**config.mk**
```make
export PLATFORM = sky130hd
export DESIGN_NAME = hazard_sequencer
export DESIGN_NICKNAME = d
export VERILOG_FILES = /design/src/rtl/hazard_sequencer_pkg.sv /design/src/rtl/hazard_fwd_unit.sv /design/src/rtl/hazard_sequencer.sv
export SDC_FILE = /design/constraint.sdc
export NUM_CORES = 1
export LEC_CHECK = 0
export ABC_AREA = 1
export CAP_MARGIN = 15
export CORE_AREA = 4 4 62 64
export CTS_BUF_LIST = sky130_fd_sc_hd__clkbuf_8
export CTS_CLUSTER_SIZE = 14
export DETAILED_ROUTE_END_ITERATION = 12
export DIE_AREA = 0 0 66 68
export PLACE_DENSITY = 0.79
export RECOVER_POWER = 50
export SLEW_MARGIN = 20
export SYNTH_ARGS = -nofsm -noshare
export SYNTH_HDL_FRONTEND = slang
export SYNTH_SLANG_ARGS = --single-unit
```
**constraint.sdc**
```tcl
create_clock -name clk -period 1.9 [get_ports clk]
set_input_delay 0.475 -clock clk [delete_from_list [all_inputs] [get_ports clk]]
set_output_delay 0.475 -clock clk [all_outputs]
set_load 0.02 [all_outputs]
```
**src/rtl/hazard_sequencer_pkg.sv**
```systemverilog
// Shared definitions for the pipeline hazard sequencer.
// Holds forwarding select codes, the writeback-select code for loads, FSM state
// encodings, the shadow-slot structs for M and W, and the register-hit helper.
package hazard_sequencer_pkg;

  localparam logic [1:0] FWD_RF  = 2'b00;  // operand from register file
  localparam logic [1:0] FWD_WB  = 2'b01;  // operand from wb_resultW
  localparam logic [1:0] FWD_ALU = 2'b10;  // operand from alu_outM

  localparam logic [1:0] WB_SEL_MEM = 2'b00;  // writeback takes memory data (load)

  typedef enum logic [1:0] {
    ST_RUN      = 2'd0,
    ST_MEM_WAIT = 2'd1,
    ST_FAULT    = 2'd2
  } state_t;

  // Shadow of the instruction occupying the execute (M) slot.
  typedef struct packed {
    logic       valid;
    logic [4:0] rd;
    logic       wen;
    logic       load;
    logic       mem;
  } m_slot_t;

  // Shadow of the instruction occupying the writeback (W) slot.
  typedef struct packed {
    logic       valid;
    logic [4:0] rd;
    logic       wen;
  } w_slot_t;

  // A source register matches a slot's destination; x0 never matches.
  function automatic logic slot_hit(input logic [4:0] adr, input logic valid,
                                    input logic wen, input logic [4:0] rd);
    return (adr != 5'd0) && valid && wen && (rd == adr);
  endfunction

endpackage

```
**src/rtl/hazard_fwd_unit.sv**
```systemverilog
// Purpose: decode-stage forwarding selects and raw load-use detection.
// Latency: purely combinational, no state.
// Backpressure: none; the sequencer decides whether load_use may act.
// Ports: adr1/adr2 decode source indices; m_slot/w_slot shadow slots;
//        forward1/forward2 operand selects; load_use raw load-use hazard.
module hazard_fwd_unit
  import hazard_sequencer_pkg::*;
(
  input  logic [4:0] adr1,
  input  logic [4:0] adr2,
  input  m_slot_t    m_slot,
  input  w_slot_t    w_slot,
  output logic [1:0] forward1,
  output logic [1:0] forward2,
  output logic       load_use
);

  logic hit1_m, hit2_m, hit1_w, hit2_w;

  always_comb begin
    hit1_m = slot_hit(adr1, m_slot.valid, m_slot.wen, m_slot.rd);
    hit2_m = slot_hit(adr2, m_slot.valid, m_slot.wen, m_slot.rd);
    hit1_w = slot_hit(adr1, w_slot.valid, w_slot.wen, w_slot.rd);
    hit2_w = slot_hit(adr2, w_slot.valid, w_slot.wen, w_slot.rd);

    // M has priority; a load in M has no ALU result to forward, so it falls
    // through to W (the load-use stall covers that case).
    forward1 = FWD_RF;
    if (hit1_m && !m_slot.load) forward1 = FWD_ALU;
    else if (hit1_w)            forward1 = FWD_WB;

    forward2 = FWD_RF;
    if (hit2_m && !m_slot.load) forward2 = FWD_ALU;
    else if (hit2_w)            forward2 = FWD_WB;

    load_use = (hit1_m || hit2_m) && m_slot.load;
  end

endmodule

```
**src/rtl/hazard_sequencer.sv**
```systemverilog
// Purpose: pipeline control for the 3-stage core: forwarding, load-use stall, flush, memory wait.
// Latency: all outputs combinational from decode inputs and registered M/W shadow + FSM state.
// Backpressure: dmem_ready low freezes F/D/M; MAX_WAIT not-ready cycles latch a sticky fault.
// Ports: clk, rst (async active-low); decode fields adr1D/adr2D/rdD/reg_writeD/mem_accessD/
//        wb_selD/pc_selD; dmem_ready; outputs forward1D/2D, stall_f/d/m, bubble_m, flush_d,
//        dmem_req, mem_fault.
module hazard_sequencer
  import hazard_sequencer_pkg::*;
#(
  parameter int WAIT_W   = 8,
  parameter int MAX_WAIT = 200
) (
  input  logic       clk,
  input  logic       rst,
  input  logic [4:0] adr1D,
  input  logic [4:0] adr2D,
  input  logic [4:0] rdD,
  input  logic       reg_writeD,
  input  logic       mem_accessD,
  input  logic [1:0] wb_selD,
  input  logic [1:0] pc_selD,
  input  logic       dmem_ready,
  output logic [1:0] forward1D,
  output logic [1:0] forward2D,
  output logic       stall_f,
  output logic       stall_d,
  output logic       stall_m,
  output logic       bubble_m,
  output logic       flush_d,
  output logic       dmem_req,
  output logic       mem_fault
);

  localparam logic [WAIT_W-1:0] MAX_CNT = WAIT_W'(MAX_WAIT);

  state_t            state_q, state_d;
  logic [WAIT_W-1:0] cnt_q, cnt_d, cnt_inc;
  m_slot_t           m_q, m_d;
  w_slot_t           w_q, w_d;
  logic              lu_raw, lu, freeze;

  hazard_fwd_unit u_fwd (
    .adr1     (adr1D),
    .adr2     (adr2D),
    .m_slot   (m_q),
    .w_slot   (w_q),
    .forward1 (forward1D),
    .forward2 (forward2D),
    .load_use (lu_raw)
  );

  always_ff @(posedge clk or negedge rst) begin
    if (!rst) begin
      state_q <= ST_RUN;
      cnt_q   <= '0;
      m_q     <= '0;
      w_q     <= '0;
    end else begin
      state_q <= state_d;
      cnt_q   <= cnt_d;
      m_q     <= m_d;
      w_q     <= w_d;
    end
  end

  always_comb begin
    state_d  = state_q;
    cnt_d    = cnt_q;
    freeze   = 1'b0;
    lu       = 1'b0;
    cnt_inc  = cnt_q + WAIT_W'(1);
    dmem_req = m_q.valid && m_q.mem && (state_q != ST_FAULT);

    case (state_q)
      ST_RUN: begin
        if (dmem_req && !dmem_ready) begin
          freeze  = 1'b1;
          state_d = ST_MEM_WAIT;
          cnt_d   = WAIT_W'(1);
        end else begin
          lu = lu_raw;
        end
      end
      ST_MEM_WAIT: begin
        if (dmem_ready) begin
          // The access completes and the pipeline advances this edge. A load
          // finishing here still cannot feed a dependent in decode, so the
          // load-use bubble applies on this release cycle as well.
          state_d = ST_RUN;
          cnt_d   = '0;
          lu      = lu_raw;
        end else begin
          freeze = 1'b1;
          cnt_d  = cnt_inc;
          // cnt_inc counts every consecutive not-ready cycle, including the
          // RUN cycle that opened the wait.
          if (cnt_inc >= MAX_CNT) state_d = ST_FAULT;
        end
      end
      ST_FAULT: freeze = 1'b1;
      default:  state_d = ST_RUN;
    endcase

    mem_fault = (state_q == ST_FAULT);
    stall_f   = freeze || lu;
    stall_d   = freeze || lu;
    stall_m   = freeze;
    bubble_m  = lu;
    // A redirect seen during a stall is dropped; decode re-presents it later.
    flush_d   = (pc_selD != 2'b00) && !freeze && !lu;

    m_d = m_q;
    w_d = w_q;
    if (!freeze) begin
      w_d = '{valid: m_q.valid, rd: m_q.rd, wen: m_q.wen};
      if (lu) begin
        m_d = '0;
      end else begin
        m_d = '{valid: 1'b1, rd: rdD, wen: reg_writeD,
                load: mem_accessD && (wb_selD == WB_SEL_MEM), mem: mem_accessD};
      end
    end
  end

endmodule

```
# After elaboration in Yosys (flattened, before gate mapping)
# Cells that the tools add are included.
[totals]
elab_cells = 75
mem_bits_ro = 0
ramBits = 0
memories = 0
inputBits = 24
register_bits = 26
out_inout_bits = 11
latchBits = 0
[classes]
n_eq_ne = 9
n_div = 0
n_bitwise = 1
shift = 0
mux = 18
n_lt_le_gt_ge = 1
reduce_logical = 35
mul = 0
add_sub_neg = 1
[op_table]
columns = ["operator", "count"]
rows = [
  ["$logic_and 1x1->1", 21],
  ["$eq 5x5->1", 4],
  ["$mux 8", 2],
  ["$pmux 8 s2", 1],
  ["$mux 2", 5],
  ["$reduce_bool 5->1", 2],
  ["$mux 9", 1],
  ["$add 8x1->8 const B", 1],
  ["$ge 8x8->1 const B", 1],
  ["$mux 1", 6],
  ["$pmux 2 s3", 1],
  ["$logic_not 1->1", 4],
  ["$logic_not 2->1", 2],
  ["$ne 2x2->1 const B", 2],
  ["$reduce_bool 2->1", 2],
  ["$ne 3x3->1 const B", 1],
  ["$pmux 1 s3", 1],
  ["$reduce_and 3->1", 1],
  ["$eq 2x1->1 const B", 1],
  ["$eq 2x2->1 const B", 1],
  ["$logic_or 1x1->1", 2],
  ["$pmux 1 s2", 1],
  ["$reduce_and 2->1", 1],
  ["$not 1->1", 1],
]

# Longest topological paths before layout
[depth]
word_depth = 10
ltp_mapped = 11
ltp_nobuf = 11

# Cells and area by module
# A second synthesis with hierarchy kept.
[unflattened]
cells_unflattened = 255
area_unflattened_um2 = 1704.1
[by_module_without_submodules]
columns = ["mod", "cells_each", "n_inst", "seq_area_each_um2", "area_each_um2"]
rows = [
  ["hazard_sequencer", 154, 1, 650.6, 1243.7],
  ["hazard_fwd_unit", 101, 1, 0.0, 460.4],
]

# Worst setup path before layout
# No wires, ideal clock.
[synth_timing]
path_kind = "input to output"
startpoint = "input port adr1D[3]"
endpoint = "output port flush_d"
setup_slack_ns = 0.079
arrival_time_ns = 1.346
required_ns = 1.425
path_buffers = 0
path_stages = 9
cell_sequence = "nor2_1 -> nand2_1 -> nor2_1 -> nor2_1 -> nand2_1 -> nand2_2 -> nand2_2 -> nand2_4 -> nor2_2"
[synth_via]
elab_chain_len = 10
elab_cells_between_ends = 12
classes_between = "eq/ne (1); mux (3); reduce/logical (8)"
[synth_rtl]
columns = ["element", "line", "rtl"]
rows = [
  ["from (decl)", "hazard_sequencer.sv:15", "input logic [4:0] adr1D,"],
  ["$reduce_bool 5->1", "hazard_sequencer_pkg.sv:37", "return (adr != 5'd0) && valid && wen && (rd == adr);"],
  ["$logic_and 1x1->1 (2 in series)", "hazard_sequencer_pkg.sv:37", ""],
  ["$logic_and 1x1->1 *", "hazard_sequencer_pkg.sv:37", ""],
  ["$logic_or 1x1->1 *", "hazard_fwd_unit.sv:36", "load_use = (hit1_m || hit2_m) && m_slot.load;"],
  ["$logic_and 1x1->1 *", "hazard_fwd_unit.sv:36", ""],
  ["$mux 1, on equally long branches", "hazard_sequencer.sv:85, hazard_sequencer.sv:76", ""],
  ["$pmux 1 s2 *", "hazard_sequencer.sv:74", "case (state_q)"],
  ["$logic_not 1->1 *", "hazard_sequencer.sv:110", "flush_d = (pc_selD != 2'b00) && !freeze && !lu;"],
  ["$logic_and 1x1->1 *", "hazard_sequencer.sv:110", ""],
  ["to (decl)", "hazard_sequencer.sv:29", "output logic flush_d,"],
]
# Mark *: on every way between the ends. The rest lies on a longest branch, timed or not.

# Worst setup path in the final report
[layout_timing]
startpoint = "input port adr1D[1]"
endpoint = "output port flush_d"
# Same word-level chain as after synthesis.

==> results.py <==
metrics = {
    "critical_path": {
        "crit_type": "in2out",
        "crit_path_start_kind": "input port",
        "crit_path_max_fanout": 4,
        "required_ns": 1.42,
        "end_kind": "output pin",
        "r2r_cells": 9,
        "slowest_stage": "clkdlybuf4s15_1",
        "crit_chain": "clkdlybuf4s15_1 -> inv_1 -> a21oi_2 -> nand2_2 -> nor2_2 -> nand2_1 -> nand2_2 -> nand2_4 -> nand2_4 -> nor2_2 -> buf_6",
        "cp_data_arrival_time_ns": 1.58,
        "max_stage_delay_ns": 0.22,
    },
    "cts": {
        "clock_sinks": 26,
        "ctsHtreeMaxLevel": 1,
        "clockBufferDepth": 2,
        "clock-root-buffer": "clkbuf_8",
        "cts_hold_buf": 0,
        "clkLatencyLatePin_ns": 0.27,
        "cts_tree": "done",
        "path_clk_slew_ns": 0.09,
        "cts_buffers": 3,
    },
    "floorplan": {
        "die-area_um2": 4488,
        "initial_core_util_pct": 50.63,
        "core-area_um2": 3284,
        "io_pins": 35,
        "die_h_um": 68,
        "die_w_um": 66,
        "placementRows": 21,
    },
    "detailed_routing": {
        "wl_per_cell_um": 11.75,
        "routed_wl_um": 4102,
        "drt_iter0_markers": 66,
        "vias_per_cell": 4.857,
        "vias": 1695,
        "drc": 0,
        "drtAntennaViolNets": 0,
        "first_pass_iters": 5,
    },
    "place": {
        "gp_congestion": 0.9363,
        "hpwl_um": 2950,
        "numPortBuffers": 34,
        "placed_area_um2": 2262,
        "place_ws_ns": -0.9121,
    },
    "cells_and_area": {
        "stdcell_area_um2": 2470,
        "final_layout_size_suffix_gt1_share_pct": 35.97,
        "area_growth_pct": 48.53,
        "antenna_cells": 0,
        "n_fill_cell": 231,
        "finalNetCount": 330,
    },
    "global_route": {
        "grt_start_max_net_pins": 27,
        "grt_overflow": 0,
        "gr-usage-all-layers_pct": 19.68,
        "grt_pass1_wl_um": 6913,
        "antenna_found_initial": 0,
        "grt_pass1_vias": 1608,
    },
    "logic_synthesis": {
        "synthCells": 228,
        "synthesis.area_um2": 1663,
        "ys_seq_elements": 26,
        "synth_top_area_share_pct": 39.13,
        "ys_types": 31,
        "synth.area.top_cells": "dfrtp_1, nand2_1, inv_1, nand3_1, xnor2_1",
        "yosysSeqAreaShare_pct": 39.13,
        "synth_top_flop_cell": "dfrtp_1",
        "synthSimpleGateAreaFrac_pct": 33.63,
        "synth_area_leader_cell": "dfrtp_1",
        "synth_top_family_by_area": "simple AND/OR/NAND/NOR gates",
        "synthAdderAreaFrac_pct": 1.505,
        "synthArstFlopShare_pct": 100.0,
        "synth-xor-area-share_pct": 6.245,
        "synth_edf_count": 0,
        "syn_nets": 254,
        "synth-compound-area-share_pct": 9.707,
        "yosys_warnings": 0,
        "syn_avg_cell_area_um2": 7.293,
        "synthMuxAreaShare_pct": 0,
    },
    "timing": {
        "setup_tns_ns": -0.7336,
        "fin_ws_ns": -0.1598,
        "slew_headroom_pct": 56.77,
        "whs_ns": 0.4981,
        "post-route-period-util_pct": 108.4,
        "drv_slew": 0,
        "tightest_slew_ns": 0.6485,
        "finalClockSkew_ns": 0.001707,
        "final-hold-violation-count": 0,
        "setup_viol": 7,
        "fmaxAchievable_ghz": 0.4855,
        "min_period_ns": 2.060,
        "rsz0062_at_grt": "true",
    },
    "outcome": {
        "status": "complete, but fails checks",
        "violations": "setup timing",
    },
    "pwr": {
        "clockPowerShare_pct": 33.5,
        "ir_drop_mv": 0.3895,
        "finalPower_uw": 1060,
        "p_sw_share_pct": 22.77,
        "powerDensity_nw_per_um2": 429.1,
        "power.internal_uw": 818.5,
        "power_frac_comb_pct": 13.1,
        "p_switching_uw": 241.4,
        "cellLeakagePower_uw": 0.001276,
        "seq_power_share_pct": 53.4,
    },
    "flow_run": {
        "max-cap-violations": 0,
    },
    "min_path": {
        "worstHoldPathCells": 2,
        "hold_class": "reg2reg",
    },
}
## cell usage after synthesis (3+ instances only)
master    n
a21oi_1   4
dfrtp_1  26
inv_1    31
inv_2     4
nand2_1  73
nand2_2   5
nand3_1  16
nand3_2   3
nor2_1   13
nor2_2    6
o21ai_0  10
o22ai_1   6
xnor2_1   7
xor2_1    3
## cells in the final DEF (no fill, tap or decap), types with 4 or more instances in the layout
master and instances:
o21ai_0 9, inv_2 9, clkdlybuf4s15_1 4, clkdlybuf4s15_2 6, clkdlybuf4s50_1 11, nand2_2 12, clkbuf_8 4, buf_6 7
nand3_2 5, nand3_1 14, o22ai_1 6, xnor2_1 4, inv_1 26, nor2_2 10, dfrtp_1 26, nand2_1 65
buf_4 42, nor2_1 9
## stage by stage
stage               util, %  instances
global placement      68.88        335
floorplan                 -        228
CTS                   73.07        344
global route          75.20        349
detailed placement    68.88        335
finish                75.20        349
## final timing paths
path / startpoint / to / slack (ns)
max in group asynchronous: rst / m_q[5] / 0.73
worst max-delay path: adr1D[1] / flush_d / -0.16
worst min-delay path: w_q[0] / w_q[0] / 0.50
min in group asynchronous: rst / m_q[0] / 0.75
worst min register to register: w_q[0] / w_q[0] / 0.50
worst max register to register: m_q[8] / m_q[3] / 0.26
## flip-flops by register name (all words and copies together), names as in the netlist
register,cells
cnt_q,8
state_q,2
w_q,7
m_q,9
## critical path, delay by kind of cell
family                 cells  cell delay, ns
AOI/OAI and AO/OA          1            0.14
buffers and inverters      3            0.42
and+or+nand+nor            7            0.54
## cell families after synthesis
kind of cell,count (synthesis)
simple gates,123
buf+inv,39
compound gates,27
flops,26
xor+xnor,11
fa+ha+maj,2
## power groups by stage
stage               Sequential [µW]  Combinational [µW]  Clock, µW
finish                          566                 139        355
global placement                577                 132          0
detailed placement              577                 134          0
global route                    568                 153        390
CTS                             566                 136        358
floorplan                       576                47.8          0
## metal layers
| layer | track usage, % | routed length [µm] |
|---|---|---|
| met1 | 27.28 | 1905 |
| met5 | 0 | 0 |
| met4 | 6.345 | 44 |
| met3 | 2.463 | 167 |
| met2 | 32.17 | 1983 |
## layout make-up
type / instances / area [µm²] / area share, %
Sequential cell: 26 / 650.6 / 26.34
Clock buffer: 4 / 55.05 / 2.229
Multi-Input combinational cell: 163 / 929.6 / 37.64
Tap cell: 46 / 57.56 / 2.330
Timing Repair Buffer: 75 / 645.6 / 26.14
Inverter: 35 / 131.4 / 5.319
## repair_timing
| action | CTS | global route |
|---|---|---|
| hold endpoints to repair | 0 | 0 |
| pin swaps | 19 | 12 |
| endpoints found under the setup margin | 11 | 11 |
| gates resized for setup | 92 | 21 |
| buffers inserted | 5 | 5 |
No activity file was read; power rests on OpenSTA's default activity.
==> edit: new RTL, config.mk and constraints unchanged <==
`WAIT_W`: 8 -> 6.
--- a/src/rtl/hazard_sequencer.sv
+++ b/src/rtl/hazard_sequencer.sv
@@ -7,7 +7,7 @@
 module hazard_sequencer
   import hazard_sequencer_pkg::*;
 #(
-  parameter int WAIT_W   = 8,
+  parameter int WAIT_W   = 6,
   parameter int MAX_WAIT = 200
 ) (
   input  logic       clk,
Behaviour: not the same (Yosys sat finds a counterexample within 10 cycles, from zero or initial values and one cycle with rst low).
==> edit against the original RTL <==
The run still ends with negative setup slack left. Sequential cell count is 2 lower. Register-to-register slack worse by 0.10 ns. Wire length is 17% higher. Clock power is 17% lower. Sequential share of layout area is 1.5 points lower. Global-route usage is 2.0 points higher. Worst setup slack worse by 0.074 ns. Final area is 1.7% lower. Power is 12% lower. Area after synthesis is 8.0% lower. Sequential power is 9.0% lower.
==> edit: results (changes against the original RTL) <==
routed len/inst 14.4 µm (+23%); postcts setup bufs 12 (+7); post-synthesis sequential area ratio 0.392 (+0.00121); fin nets 316 (-4.2%); Top Registers m_q: 9 flops, w_q: 7 flops, cnt_q: 6 flops; DP Worst Slack -0.956 ns (-0.0434 ns); status complete, but fails checks; Synthesized Nets 235 (-7.5%); Setup TNS -1.48 ns (-0.751 ns); setup slack after layout -0.233 ns (-0.0737 ns); Synth Area in XOR/XNOR 0.0515 (-0.0109); violated checks negative setup slack; Reg-to-Reg End m_q[6]$_DFFE_PN0N_; cell count after synthesis 209 (-8.3%); Post-synth top cells 64 x nand2_1, 30 x inv_1, 24 x dfrtp_1; reg2reg path depth 11 (+2); routed vias/inst 5.00 (+3.0%); GPL Wtd Cong 0.914 (-2.4%); logic gate share of total power 0.133 (+0.002); CTS resizes 105 (+14%); GRT Resource Usage Total 0.217 (+0.0200); part of the power in registers 0.553 (+0.019); layout cells sized above 1 0.385 (+0.0257); drt first-iter violations 89 (+35%); final setup vio count 9 (+2); Worst Tran Pin Value 0.594 ns (-0.0545 ns); grt met2 use 0.389 (+0.0676); CP arrival 1.66 ns (+0.08 ns); VDD IR-drop max 0.393 mV (+1.0%); worst reg2reg startpoint m_q[5]$_DFFE_PN0N_; slowest CP cell xnor2_1; placed cell area 2170 µm² (-4.1%); synthesized-area fraction occupied by adder cells 0.0164 (+0.00130); met3 WL post-DR 215 µm (+29%); grt met1 use 0.263 (-0.00999)
-- edit: worst max path at each step --
stage | start | to | slack, ns | depth (start not counted)
finish | adr2D[2] | forward2D[0] | -0.23 | 9
global route | m_q[6]$_DFFE_PN0N_ | flush_d | -0.31 | 12
CTS | m_q[5]$_DFFE_PN0N_ | flush_d | -0.17 | 9
detailed placement | adr1D[2] | flush_d | -0.96 | 11
global placement | adr2D[3] | stall_f | -0.90 | 12
floorplan | adr2D[3] | stall_f | 0.01 | 9
-- edit: layout make-up --
class                      count  area (µm²)
clock buffer                   3        41.3
fill                         230         857
inverter                      35         139
multi-input combinational    147         891
sequential                    24         602
tap                           46        57.6
timing repair buffer          79         697
-- edit: worst reg2reg max path, cell delays in order (launching register included) --
cell     delay (ns)
dfrtp_1        0.41
xnor2_1        0.24
nand2_1        0.08
nor2_1         0.13
nand2_1        0.10
nand2_2        0.09
nand2_4        0.07
buf_6          0.13
buf_4          0.14
buf_6          0.12
nand3_2        0.05
o21ai_2        0.06
